## config.mk

```make
export PLATFORM = sky130hd
export DESIGN_NAME = custom_instruction_arbiter
export DESIGN_NICKNAME = d
export VERILOG_FILES = /design/src/rtl/custom_instruction_arbiter.sv
export SDC_FILE = /design/constraint.sdc
export NUM_CORES = 1
export LEC_CHECK = 0
export BUFFER_PORTS_ARGS = -buffer_cell sky130_fd_sc_hd__buf_4
export CORE_AREA = 3 3 213 215
export CTS_CLUSTER_DIAMETER = 30
export DETAILED_ROUTE_END_ITERATION = 10
export DIE_AREA = 0 0 216 218
export SLEW_MARGIN = 30
export SYNTH_ARGS = -nofsm -noshare
export SYNTH_HDL_FRONTEND = slang
export SYNTH_SLANG_ARGS = --single-unit
```

## constraint.sdc

```tcl
create_clock -name io_systemClk -period 5.1 [get_ports io_systemClk]
set_input_delay 0.765 -clock io_systemClk [delete_from_list [all_inputs] [get_ports io_systemClk]]
set_output_delay 0.765 -clock io_systemClk [all_outputs]
set_load 0.01 [all_outputs]
```

## src/rtl/custom_instruction_arbiter.sv

```systemverilog
// Round-robin arbiter sharing one custom-instruction accelerator between CPU_COUNT CPU ports.
// Define ARB_TIMEOUT_EN to build the RSP-state watchdog (TIMEOUT_CYCLES, sticky timeout_err).
module custom_instruction_arbiter #(
    parameter  int CPU_COUNT      = 4,
    parameter  int FUNC_W         = 10,
    parameter  int DATA_W         = 32,
    parameter  int TIMEOUT_CYCLES = 1024,
    localparam int OWNER_W        = (CPU_COUNT > 1) ? $clog2(CPU_COUNT) : 1
) (
    input  logic                          io_systemClk,
    input  logic                          io_systemResetn,
    input  logic [CPU_COUNT-1:0]          cpu_cmd_valid,
    output logic [CPU_COUNT-1:0]          cpu_cmd_ready,
    input  logic [CPU_COUNT*FUNC_W-1:0]   cpu_function_id,
    input  logic [CPU_COUNT*DATA_W-1:0]   cpu_inputs_0,
    input  logic [CPU_COUNT*DATA_W-1:0]   cpu_inputs_1,
    output logic [CPU_COUNT-1:0]          cpu_rsp_valid,
    input  logic [CPU_COUNT-1:0]          cpu_rsp_ready,
    output logic [CPU_COUNT*DATA_W-1:0]   cpu_outputs_0,
    output logic                          acc_cmd_valid,
    input  logic                          acc_cmd_ready,
    output logic [FUNC_W-1:0]             acc_function_id,
    output logic [DATA_W-1:0]             acc_inputs_0,
    output logic [DATA_W-1:0]             acc_inputs_1,
    input  logic                          acc_rsp_valid,
    output logic                          acc_rsp_ready,
    input  logic [DATA_W-1:0]             acc_outputs_0,
    output logic [OWNER_W-1:0]            owner,
    output logic                          timeout_err
);

    if (CPU_COUNT < 1 || CPU_COUNT > 8 || TIMEOUT_CYCLES < 1) begin : g_bad_param
        $error("custom_instruction_arbiter: CPU_COUNT must be 1..8 and TIMEOUT_CYCLES >= 1");
    end

    typedef enum logic [1:0] {
        ST_IDLE,
        ST_CMD,
        ST_RSP,
        ST_DELIVER
    } state_t;

    state_t               r_state;
    state_t               w_next_state;
    logic [OWNER_W-1:0]   r_rr_ptr;
    logic [OWNER_W-1:0]   r_owner;
    logic [FUNC_W-1:0]    r_fid;
    logic [DATA_W-1:0]    r_in0;
    logic [DATA_W-1:0]    r_in1;
    logic [DATA_W-1:0]    r_rsp_q;

    logic                 w_grant_found;
    logic [OWNER_W-1:0]   w_grant_idx;
    logic [CPU_COUNT-1:0] w_grant_onehot;
    logic [CPU_COUNT-1:0] w_owner_onehot;
    logic [FUNC_W-1:0]    w_sel_fid;
    logic [DATA_W-1:0]    w_sel_in0;
    logic [DATA_W-1:0]    w_sel_in1;
    logic                 w_deliver_done;
    logic                 w_timeout;

    // Search starts one past the last served CPU, so the CPU just served loses any tie.
    // NOTE: every always_comb output gets a default before any branch; a missed path would infer a latch.
    always_comb begin : grant_search
        logic [OWNER_W-1:0] w_cand;
        w_grant_found = 1'b0;
        w_grant_idx   = '0;
        w_cand        = '0;
        for (int k = 1; k <= CPU_COUNT; k++) begin
            w_cand = OWNER_W'((int'(r_rr_ptr) + k) % CPU_COUNT);
            if (!w_grant_found && cpu_cmd_valid[w_cand]) begin
                w_grant_found = 1'b1;
                w_grant_idx   = w_cand;
            end
        end
    end

    assign w_grant_onehot = CPU_COUNT'(1) << w_grant_idx;
    assign w_owner_onehot = CPU_COUNT'(1) << r_owner;
    assign w_sel_fid      = FUNC_W'(cpu_function_id >> (int'(w_grant_idx) * FUNC_W));
    assign w_sel_in0      = DATA_W'(cpu_inputs_0 >> (int'(w_grant_idx) * DATA_W));
    assign w_sel_in1      = DATA_W'(cpu_inputs_1 >> (int'(w_grant_idx) * DATA_W));
    assign w_deliver_done = |(cpu_rsp_ready & w_owner_onehot);

    // NOTE: sequential state uses non-blocking assignments so every register samples pre-edge values.
    always_ff @(posedge io_systemClk or negedge io_systemResetn) begin
        if (!io_systemResetn) begin
            r_state <= ST_IDLE;
        end else begin
            r_state <= w_next_state;
        end
    end

    always_comb begin
        w_next_state = r_state;
        case (r_state)
            ST_IDLE:    if (w_grant_found)                  w_next_state = ST_CMD;
            ST_CMD:     if (acc_cmd_ready)                  w_next_state = ST_RSP;
            ST_RSP:     if (acc_rsp_valid || w_timeout)     w_next_state = ST_DELIVER;
            ST_DELIVER: if (w_deliver_done)                 w_next_state = ST_IDLE;
            default:                                        w_next_state = ST_IDLE;
        endcase
    end

    // Everything except cpu_cmd_ready decodes registers only, keeping acc_* inputs off cpu_* paths.
    always_comb begin
        cpu_cmd_ready = '0;
        acc_cmd_valid = 1'b0;
        acc_rsp_ready = 1'b0;
        cpu_rsp_valid = '0;
        case (r_state)
            ST_IDLE:    cpu_cmd_ready = w_grant_found ? w_grant_onehot : '0;
            ST_CMD:     acc_cmd_valid = 1'b1;
            ST_RSP:     acc_rsp_ready = 1'b1;
            ST_DELIVER: cpu_rsp_valid = w_owner_onehot;
            default:    ;
        endcase
    end

    always_ff @(posedge io_systemClk or negedge io_systemResetn) begin
        if (!io_systemResetn) begin
            r_rr_ptr <= OWNER_W'(CPU_COUNT - 1);
            r_owner  <= '0;
            r_fid    <= '0;
            r_in0    <= '0;
            r_in1    <= '0;
            r_rsp_q  <= '0;
        end else begin
            if (r_state == ST_IDLE && w_grant_found) begin
                r_owner <= w_grant_idx;
                r_fid   <= w_sel_fid;
                r_in0   <= w_sel_in0;
                r_in1   <= w_sel_in1;
            end
            if (r_state == ST_RSP) begin
                if (acc_rsp_valid) begin
                    r_rsp_q <= acc_outputs_0;
                end else if (w_timeout) begin
                    r_rsp_q <= DATA_W'(32'hDEAD_BEEF);
                end
            end
            if (r_state == ST_DELIVER && w_deliver_done) begin
                r_rr_ptr <= r_owner;
            end
        end
    end

`ifdef ARB_TIMEOUT_EN
    localparam int TO_W = $clog2(TIMEOUT_CYCLES + 1);

    logic [TO_W-1:0] r_to_cnt;
    logic            r_timeout_err;

    // Counter sits at zero outside RSP, so it is already clear on the first RSP cycle.
    always_ff @(posedge io_systemClk or negedge io_systemResetn) begin
        if (!io_systemResetn) begin
            r_to_cnt      <= '0;
            r_timeout_err <= 1'b0;
        end else begin
            if (r_state != ST_RSP) begin
                r_to_cnt <= '0;
            end else begin
                r_to_cnt <= r_to_cnt + 1'b1;
            end
            if (w_timeout) begin
                r_timeout_err <= 1'b1;
            end
        end
    end

    assign w_timeout   = (r_state == ST_RSP) && !acc_rsp_valid &&
                         (r_to_cnt == TO_W'(TIMEOUT_CYCLES - 1));
    assign timeout_err = r_timeout_err;
`else
    assign w_timeout   = 1'b0;
    assign timeout_err = 1'b0;
`endif

    assign owner           = r_owner;
    assign acc_function_id = r_fid;
    assign acc_inputs_0    = r_in0;
    assign acc_inputs_1    = r_in1;
    assign cpu_outputs_0   = {CPU_COUNT{r_rsp_q}};

endmodule

```

==> out/metrics.cfg <==
[die]
rows=77
chipHeight_um=218
core_area_mm2=0.0439
initial_core_util_pct=16.4
pin_count=555
die-area_mm2=0.0471
dieWidth_um=216

[setup_path]
start_kind=flip-flop
crit_arrival_ns=2.33
path_class=flip-flop to output port
path_max_fanout=34
critPathRequiredTime_ns=4.34
r2r_setup_slack_ns=2.41
worstSetupEndpointType=output port
rr_worst_depth=5
r2r-end=acc_inputs_1[31]
regToRegStartpoint=r_rr_ptr[1]

[logic_synthesis]
syn-num-nets=974
synth_seq_area_share_pct=39.0
ys_warn_count=0
synth_ff_type=dfrtp_1
synth.top_cell.area_share_pct=38.2
synth_top_cell_by_area=dfrtp_1
ys_types=34
synthArstFlopShare_pct=100
synth_area_leaders=dfrtp_1, mux2i_1, buf_4
ys_ff_latch=112
synth-edff-count=0
synth_cells=630
avgSynthCellArea_um2=11.4
synthesis.area_mm2=0.00720

[power_and_ir_drop]
clockPowerShare_pct=12.1
comb_power_share_pct=60.3
cellLeakagePower_nw=5.84
switchingPower_mw=2.66
sequentialPowerShare_pct=27.6
internal_power_mw=3.68
switching_share_pct=41.9
power_density_mw_per_mm2=554
vdd_drop_max_mv=0.242

[timing]
rsz0062_at_grt=false
relSlewSlack_pct=49.1
finalHoldViolCount=0
fin_skew_ns=0.0104
fmax_ghz=0.323
post-route-min-period_ns=3.10
finalCritPeriodShare_pct=60.7
setup_tns_ns=0
final-setup-viol-count=0
slew_viol_final=0
worstMarginPinSlew_ns=0.763

[clock_network]
clkLatencyLatePin_ns=0.38
numCtsBuffers=9
htreeDepth=3
cts_resized=0
cts-root-buf=clkbuf_16
cts_tree=built
clock_path_buffers=2
holdBufCountCts=0
clkSlewWorstSetupHoldPaths_ns=0.09
postCtsSetupRepairBufs=0
cts.sinks=112

[finish]
fin_nets=1406
n_antenna_cell=0
nFillCells=4693
layoutNonFillerInstCount=1659
regArea_mm2=0.00281
syn_to_final_growth_pct=59.1
layout-drive-gt1-share_pct=61.1
final_area_mm2=0.0115
multi_input_area_mm2=0.00331

[grt]
grt.total_usage_pct=11.1
grt_pass1_wl_um=40200
grt-ovfl-total=0
grt_max_degree=77
grt_pass1_vias=6719
antenna_found_initial=0

[placement]
io_buffers=553
gp_congestion=0.827
dpl_cell_area_mm2=0.0111
dpl.cell_count=1642
dp_hpwl_um=21800

[job]
maxCapViolCount=0

[status]
status=completed

[routing]
routed_wl_um=27800
via_per_inst=3.95
drt_iter0_drc=240
drc=0
antenna_left=0
routedWlPerCell_um=16.8
first_pass_iters=4
vias=6559

[worst_hold_path]
min_path_type=input pin to async pin

==> cells by family after synthesis <==
kind of cell / Yosys count / share of synthesized area, %
muxes: 185 / 26.5
buffers and inverters: 147 / 15.5
DFF: 112 / 39.0
and+or+nand+nor: 96 / 5.35
AOI/OAI and AO/OA: 85 / 12.9
adders and majority gates: 4 / 0.695
other: 1 / 0.0521
==> worst max-delay path by stage <==
stage,start,to,slack [ns]
after global placement,cpu_cmd_valid[0],cpu_cmd_ready[0],1.95
after global routing,r_rr_ptr[1],cpu_cmd_ready[0],1.82
final,r_rr_ptr[1],cpu_cmd_ready[0],2.00
after floorplan,cpu_cmd_valid[2],cpu_cmd_ready[1],2.60
after detailed placement,cpu_cmd_valid[0],cpu_cmd_ready[0],1.98
after CTS,r_rr_ptr[1],cpu_cmd_ready[0],1.89
==> worst max-delay path: stages, from the launching register on <==
cell and delay [ns]:
dfstp_2 0.61, a31oi_1 0.10, a21oi_1 0.29, or2_4 0.56, nor2_1 0.17, buf_4 0.19
==> cell usage in the layout, fill, tap and decap left out, types with 2 or more instances in the layout <==
master / netlist / routed
a21oi_1: 2 / 2
a31oi_1: 2 / 2
and3_1: 2 / 2
buf_12: 6 / 4
buf_4: 99 / 559
clkbuf_16: 0 / 9
dfrtp_1: 110 / 110
dfstp_2: 2 / 2
ha_1: 4 / 4
inv_1: 5 / 5
inv_6: 0 / 2
inv_8: 0 / 2
mux2_2: 35 / 35
mux2i_1: 149 / 149
nand2_1: 81 / 80
nand2b_1: 4 / 4
nor2_1: 5 / 5
o221ai_1: 44 / 44
o221ai_2: 31 / 31
==> synthesized netlist by cell type, types with 6 or more instances <==
cell      number
mux2i_1      149
dfrtp_1      110
buf_4         99
nand2_1       81
o221ai_1      44
mux2_2        35
o221ai_2      31
clkbuf_1      11
buf_2          9
buf_12         6
clkbuf_4       6
==> flip-flops by register name, summed over array words and instances (netlist names) <==
name             flops
owner                2
acc_inputs_0        32
acc_inputs_1        32
r_rr_ptr             2
r_state              2
r_rsp_q             32
acc_function_id     10
==> metal layers <==
| layer | GRT usage, % | routed length (µm) |
|---|---|---|
| met5 | 0 | 0 |
| met4 | 3.98 | 710 |
| met3 | 3.96 | 2260 |
| met2 | 19.4 | 14100 |
| met1 | 12.6 | 10700 |
==> per-stage QoR <==
| stage | worst slack (ns) | hold WS, ns | utilization [%] | power [mW] |
|---|---|---|---|---|
| 4_1_cts | 1.89 | 0.431 | 26.0 | 6.45 |
| 2_1_floorplan | 2.60 | 0.469 | - | 4.27 |
| 3_5_place_dp | 1.98 | 0.475 | 25.3 | 5.65 |
| 5_1_grt | 1.82 | 0.462 | 26.1 | 6.79 |
| 3_3_place_gp | 1.95 | 0.471 | 25.3 | 5.59 |
| 6_report | 2.00 | 0.421 | 26.1 | 6.34 |
==> layout make-up <==
class | instances | share of cell area, %
multi-input cells | 371 | 28.9
flip-flops and latches | 112 | 24.5
clock buffers | 9 | 1.97
clock inverters | 7 | 0.710
repair buffers | 563 | 37.3
inverters | 5 | 0.164
well taps | 592 | 6.47
==> power groups by stage <==
stage | combinational (mW) | sequential (mW) | clock [mW]
6_report | 3.83 | 1.75 | 0.767
5_1_grt | 4.12 | 1.83 | 0.844
4_1_cts | 3.88 | 1.76 | 0.817
3_5_place_dp | 3.89 | 1.76 | 0
3_3_place_gp | 3.84 | 1.74 | 0
2_1_floorplan | 2.41 | 1.86 | 0
Power figures use the tool's default switching activity.
